[config.mk]
export PLATFORM = sky130hd
export DESIGN_NAME = uart_tx
export DESIGN_NICKNAME = d
export VERILOG_FILES = /design/src/rtl/uart_pkg.sv /design/src/rtl/sync_fifo.sv /design/src/rtl/uart_tx.sv
export SDC_FILE = /design/constraint.sdc
export NUM_CORES = 1
export LEC_CHECK = 0
export CAP_MARGIN = 30
export CORE_MARGIN = 2
export CORE_UTILIZATION = 60
export DETAILED_ROUTE_END_ITERATION = 8
export GPL_TIMING_DRIVEN = 0
export PLACE_DENSITY = 0.81
export SETUP_SLACK_MARGIN = 0.1
export SLEW_MARGIN = 20
export SYNTH_ARGS = -nofsm -noshare
export SYNTH_HDL_FRONTEND = slang
export SYNTH_HIERARCHICAL = 1
export SYNTH_SLANG_ARGS = --single-unit
[constraint.sdc]
create_clock -name clk -period 10.4 [get_ports clk]
set_input_delay 1.04 -clock clk [delete_from_list [all_inputs] [get_ports clk]]
set_output_delay 1.04 -clock clk [all_outputs]
set_load 0.01 [all_outputs]
[src/rtl/uart_pkg.sv]
// Shared UART definitions: transmitter state encoding and register map.
// Imported by the transmitter and by the bus slave that decodes offsets.
package uart_pkg;

  // One-hot transmitter states
  typedef enum logic [3:0] {
    IDLE  = 4'h1,
    START = 4'h2,
    DATA  = 4'h4,
    STOP  = 4'h8
  } tx_state_t;

  // Register offsets (word index)
  typedef enum logic [2:0] {
    CTRL   = 3'd0,
    STATUS = 3'd1,
    BAUD   = 3'd2,
    TXDATA = 3'd3,
    RXDATA = 3'd4
  } reg_off_t;

  localparam int DATA_BITS = 8;
  localparam logic [2:0] LAST_BIT = 3'(DATA_BITS - 1);

endpackage

[src/rtl/sync_fifo.sv]
// Synchronous FIFO, power-of-two depth, combinational head read.
// Ports: clk, rst, push/din, pop/dout, full, empty, level.
module sync_fifo #(
  parameter int WIDTH = 8,
  parameter int DEPTH = 4
) (
  input  logic                     clk,
  input  logic                     rst,
  input  logic                     push,
  input  logic [WIDTH-1:0]         din,
  input  logic                     pop,
  output logic [WIDTH-1:0]         dout,
  output logic                     full,
  output logic                     empty,
  output logic [$clog2(DEPTH):0]   level
);

  localparam int AW = $clog2(DEPTH);
  localparam logic [AW:0]   LVL_ONE  = (AW+1)'(1);
  localparam logic [AW:0]   LVL_FULL = (AW+1)'(DEPTH);
  localparam logic [AW-1:0] PTR_ONE  = AW'(1);

  logic [WIDTH-1:0] mem [DEPTH];
  logic [AW-1:0]    wptr;
  logic [AW-1:0]    rptr;
  logic             do_push;
  logic             do_pop;

  // A full FIFO refuses a push even if a pop frees a slot this cycle
  assign full    = (level == LVL_FULL);
  assign empty   = (level == '0);
  assign do_push = push && !full;
  assign do_pop  = pop && !empty;
  assign dout    = mem[rptr];

  always_ff @(posedge clk) begin
    if (do_push) begin
      mem[wptr] <= din;
    end
  end

  // Pointers wrap naturally since DEPTH is a power of two
  always_ff @(posedge clk or posedge rst) begin
    if (rst) begin
      wptr  <= '0;
      rptr  <= '0;
      level <= '0;
    end else begin
      if (do_push) begin
        wptr <= wptr + PTR_ONE;
      end
      if (do_pop) begin
        rptr <= rptr + PTR_ONE;
      end
      unique case ({do_push, do_pop})
        2'b10:   level <= level + LVL_ONE;
        2'b01:   level <= level - LVL_ONE;
        default: level <= level;
      endcase
    end
  end

endmodule

[src/rtl/uart_tx.sv]
// UART transmitter: byte FIFO feeding an 8N1 serializer with
// per-frame latched baud divisor. Ports: clk, rst, tx_data/tx_valid/
// tx_ready (byte input), tx_en, baud_div, txd, tx_busy, fifo_level.
module uart_tx #(
  parameter int FIFO_DEPTH = 4,
  parameter int DIV_WIDTH  = 32
) (
  input  logic                          clk,
  input  logic                          rst,
  input  logic [7:0]                    tx_data,
  input  logic                          tx_valid,
  output logic                          tx_ready,
  input  logic                          tx_en,
  input  logic [DIV_WIDTH-1:0]          baud_div,
  output logic                          txd,
  output logic                          tx_busy,
  output logic [$clog2(FIFO_DEPTH):0]   fifo_level
);

  import uart_pkg::*;

  localparam logic [DIV_WIDTH-1:0] ONE = DIV_WIDTH'(1);

  tx_state_t             state;
  tx_state_t             state_n;
  logic [DIV_WIDTH-1:0]  cnt;
  logic [DIV_WIDTH-1:0]  cnt_n;
  logic [DIV_WIDTH-1:0]  div_q;
  logic [DIV_WIDTH-1:0]  div_n;
  logic [DIV_WIDTH-1:0]  eff_div;
  logic [7:0]            shreg;
  logic [7:0]            shreg_n;
  logic [2:0]            bit_idx;
  logic [2:0]            bit_n;
  logic                  txd_n;

  logic                  fifo_push;
  logic                  fifo_pop;
  logic                  fifo_full;
  logic                  fifo_empty;
  logic [7:0]            fifo_dout;
  logic                  can_start;
  logic                  bit_end;
  logic                  load;

  assign tx_ready  = !fifo_full;
  assign fifo_push = tx_valid && tx_ready;
  assign can_start = !fifo_empty && tx_en;
  assign bit_end   = (cnt == '0);
  assign eff_div   = (baud_div == '0) ? ONE : baud_div;
  assign tx_busy   = (state != IDLE) || !fifo_empty;

  sync_fifo #(
    .WIDTH (8),
    .DEPTH (FIFO_DEPTH)
  ) u_fifo (
    .clk   (clk),
    .rst   (rst),
    .push  (fifo_push),
    .din   (tx_data),
    .pop   (fifo_pop),
    .dout  (fifo_dout),
    .full  (fifo_full),
    .empty (fifo_empty),
    .level (fifo_level)
  );

  // State and datapath registers
  always_ff @(posedge clk or posedge rst) begin
    if (rst) begin
      state   <= IDLE;
      cnt     <= '0;
      div_q   <= '0;
      shreg   <= '0;
      bit_idx <= '0;
      txd     <= 1'b1;
    end else begin
      state   <= state_n;
      cnt     <= cnt_n;
      div_q   <= div_n;
      shreg   <= shreg_n;
      bit_idx <= bit_n;
      txd     <= txd_n;
    end
  end

  // Next-state logic
  always_comb begin
    state_n = state;
    unique case (state)
      IDLE: begin
        if (can_start) state_n = START;
      end
      START: begin
        if (bit_end) state_n = DATA;
      end
      DATA: begin
        if (bit_end && bit_idx == LAST_BIT) state_n = STOP;
      end
      STOP: begin
        if (bit_end) state_n = can_start ? START : IDLE;
      end
      default: state_n = IDLE;
    endcase
  end

  // Datapath and registered-output logic
  always_comb begin
    cnt_n    = cnt;
    div_n    = div_q;
    shreg_n  = shreg;
    bit_n    = bit_idx;
    fifo_pop = 1'b0;
    // Entering START from IDLE or STOP begins a fresh frame
    load = (state_n == START) && (state != START);
    if (load) begin
      fifo_pop = 1'b1;
      div_n    = eff_div;
      cnt_n    = eff_div - ONE;
      shreg_n  = fifo_dout;
      bit_n    = '0;
    end else if (state_n == IDLE) begin
      cnt_n = '0;
    end else if (bit_end) begin
      cnt_n = div_q - ONE;
      if (state == DATA) begin
        shreg_n = shreg >> 1;
        bit_n   = bit_idx + 3'd1;
      end
    end else begin
      cnt_n = cnt - ONE;
    end
    // txd is registered from the state being entered
    unique case (state_n)
      START:   txd_n = 1'b0;
      DATA:    txd_n = shreg_n[0];
      default: txd_n = 1'b1;
    endcase
  end

endmodule

==> impl_metrics.ini <==
[job]
max-cap-violations = 0

[setup_path]
critical_path.slowest_cell = sky130_fd_sc_hd__nor4_4
worstSetupEndpointType = flop
critical_path_class = input port to flop
critical_path.cell_chain = clkdlybuf4s50_1 > or4_1 > or4_1 > nor4_4 > nor2_1 > ha_1 > nand3_1 > or2_1 > buf_6 > nor4_2 > xnor2_1 > o32a_1 > o31ai_1
timing.critical_path.arrival_ps = 4910
cp.buffers_inverters = 2
critPathMostFrequentCell = sky130_fd_sc_hd__or4_1
timing.critical_path.from_type = input port
timing.critical_path.max_delay_family = simple AND/OR/NAND/NOR gates
max_stage_delay_ps = 640
timing.critical_path.fanout_max = 8
crit_required_ps = 10670

[synthesis]
synth.ff_latch_count = 119
post_syn_nets = 778
synth_commonest_cells = 129 x sky130_fd_sc_hd__nand2_1, 85 x sky130_fd_sc_hd__dfrtp_1, 75 x sky130_fd_sc_hd__nor2_1
syn_avg_cell_area_um2 = 9.53
seq_area_frac_synth_pct = 45.5
share_of_synthesized_registers_carrying_an_async_set_or_reset_pct = 73.1
post_synth_fa_ha_maj_area_fraction_pct = 1.92
synth_most_common_cell = sky130_fd_sc_hd__nand2_1
synth-compound-area-share_pct = 13.0
ys_top_cells_by_area = sky130_fd_sc_hd__dfrtp_1 31%, sky130_fd_sc_hd__edfxtp_1 14%, sky130_fd_sc_hd__nand2_1 7.0%, sky130_fd_sc_hd__nor2_1 4.1%, sky130_fd_sc_hd__xnor2_1 3.4%
synthesis.yosys.warnings = 6
synth_cells = 724
synthXorXnorAreaFrac_pct = 6.60
ys_dominant_reg_cell = sky130_fd_sc_hd__dfrtp_1
muxShareOfSynthArea_pct = 3.74
synthSimpleGateAreaFrac_pct = 26.0
synth.largest_area_cell = sky130_fd_sc_hd__dfrtp_1
ys_types = 81
synth_top_area_share_pct = 30.8
number_of_enable_flip_flop_cells_after_synthesis = 32
synth_area_mm2 = 0.00690
synth_top_family_by_area = simple AND/OR/NAND/NOR gates

[place]
detailedPlacementHpwl_mm = 13.7
dpl_worst_slack_ps = 5420
detailed_place.area_mm2 = 0.00759
place_inst = 917
finalWeightedCongestion = 0.966
place.port_buffers = 49

[sta]
timing.final.setup_violations = 0
timing.fmax_ghz = 0.216
timing.max_slew.rel_slack_pct = 42.4
min_period_ps = 4640
finalMaxSlewViolations = 0
final_critical_path_setup_slack_ps = 5760
final_min_period_over_clock_period_pct = 44.6
fin_setup_tns_ps = 0
hold_ws_ps = 485
final.setup_skew_ps = 11.1
hold_viol_final = 0
grt_setup_unrepaired = false
max_slew.worst_pin.slew_ps = 863

[global_route]
antenna_found_initial = 0
grt_pass1_wl_mm = 31.9
groute.usage.overall_pct = 33.0
maximum_number_of_pins_on_one_net_before_global_route_repair = 43
globalRouteOverflowTotal = 0
grt_pass1_vias = 6246

[clock_tree]
cts_buffers = 17
buffers_from_clock_root_to_sink_at_most = 2
cts.htree.levels = 4
post-cts-setup-buffers = 0
tritoncts = done
clock_latency_ps = 430
clkTransAtPathRegs_ps = 60
clockRootBuffer = sky130_fd_sc_hd__clkbuf_16
cts_num_sinks = 119
cts_hold_repair.buffers = 0
cts_resized = 0

[drt]
routed_via_density = 6.39
number_of_detailed_route_iterations_in_the_first_pass = 6
dr_vias = 6065
drc = 0
drt-initial-drc-count = 646
drt-wirelength-per-cell_um = 20.4
ant_nets = 0
wirelength_mm = 19.4

[final_layout]
proportion_of_layout_cells_with_a_drive_suffix_above_1_pct = 12.0
final_design_area_no_fill_mm2 = 0.00815
antenna_cells_inserted = 0
syn2layout_area_growth_pct = 18.1
finalNonFillerCells = 949
utilization_after_layout_pct = 72.0
num-nets-final = 847

[power_and_ir_drop]
power_report.internal_total_mw = 0.965
seq_power_share_pct = 43.8
static-leakage-power_nw = 3.20
clkPwrFrac_pct = 41.3
power.share.switching_pct = 27.8
peakVddDrop_v = 0.000213
design_power_total_mw = 1.34
power_density_mw_per_mm2 = 164
p_switching_mw = 0.372
power.share.combinational_pct = 14.9

[floorplan]
die_span_y_um = 111
core_region_area_mm2 = 0.0113
io_pins = 50
die_width_um = 111
die-area_mm2 = 0.0124
floorplan.initialDensity_pct = 60.9
placementRows = 39

[status]
status = finished, final reports clean

[hold_path]
worstHoldPathType = flop to flop
## cell type report
class / instances / area [um2]
Multi-Input combinational cell: 559 / 3540
Clock buffer: 19 / 433
Tap cell: 143 / 179
Sequential cell: 119 / 3140
Inverter: 15 / 58.8
Clock inverter: 13 / 124
Timing Repair Buffer: 50 / 510
Buffer: 31 / 165
Fill cell: 852 / 3170
## routing by layer
layer  GRT usage, %  share of wire, %  vias to the layer above
li1               -                 -                     2779
met1           41.7                40                     2975
met2           54.1                49                      265
met3           7.93               7.9                       46
met4           14.8               3.1                        0
met5              0                 0                        -
## power groups by stage
stage	Clock, mW	Combinational, mW	Sequential, mW
3_3_place_gp	0	0.186	0.587
4_1_cts	0.558	0.200	0.585
3_5_place_dp	0	0.198	0.592
5_1_grt	0.577	0.221	0.592
2_1_floorplan	0	0.124	0.582
6_report	0.552	0.199	0.585
## worst register-to-register path, delay by kind of cell, from the launching register on
| family | cells | cell delay, ps |
|---|---|---|
| compound gates | 3 | 780 |
| fa+ha+maj | 1 | 260 |
| buf+inv | 2 | 890 |
| flops | 1 | 440 |
| simple gates | 8 | 2100 |
## kinds of logic (layout without fill, tap and decap cells)
logic type	Yosys count	in the layout
buf+inv	46	128
mux	15	15
fa+ha+maj	10	10
simple gates	346	346
xor+xnor	52	52
flops	119	119
compound gates	136	136
## flip-flops by register name, indices dropped and copies added (netlist names)
signal        count
cnt              32
div_q            32
u_fifo/mem       32
shreg             8
state             4
bit_idx           3
u_fifo/level      3
u_fifo/rptr       2
u_fifo/wptr       2
txd               1
## cell usage in the layout, fill, tap and decap left out, types with 19 or more instances in the layout
cell type,netlist,routed
sky130_fd_sc_hd__dfrtp_1,85,85
sky130_fd_sc_hd__clkdlybuf4s50_1,0,49
sky130_fd_sc_hd__a21oi_1,33,33
sky130_fd_sc_hd__nor4_1,21,21
sky130_fd_sc_hd__nor2_1,75,75
sky130_fd_sc_hd__edfxtp_1,32,32
sky130_fd_sc_hd__o22ai_1,24,24
sky130_fd_sc_hd__nor3_1,35,35
sky130_fd_sc_hd__o21ai_0,19,19
sky130_fd_sc_hd__nand2_1,129,129
sky130_fd_sc_hd__xor2_1,25,25
sky130_fd_sc_hd__xnor2_1,27,27
## path summary, 6_finish.rpt
path,startpoint,end,slack [ps],depth (start not counted)
min reg2reg,div_q[31]$_DFFE_PP0N_,div_q[31]$_DFFE_PP0N_,480,2
max in group asynchronous,rst,state[0]$_DFF_PP1_,8700,3
max,baud_div[26],cnt[24]$_DFF_PP0_,5760,13
min,div_q[31]$_DFFE_PP0N_,div_q[31]$_DFFE_PP0N_,480,2
max reg2reg,cnt[23]$_DFF_PP0_,cnt[24]$_DFF_PP0_,5820,14
min in group asynchronous,rst,u_fifo/wptr[1]$_DFFE_PP0P_,950,2
Power figures use the tool's default switching activity.
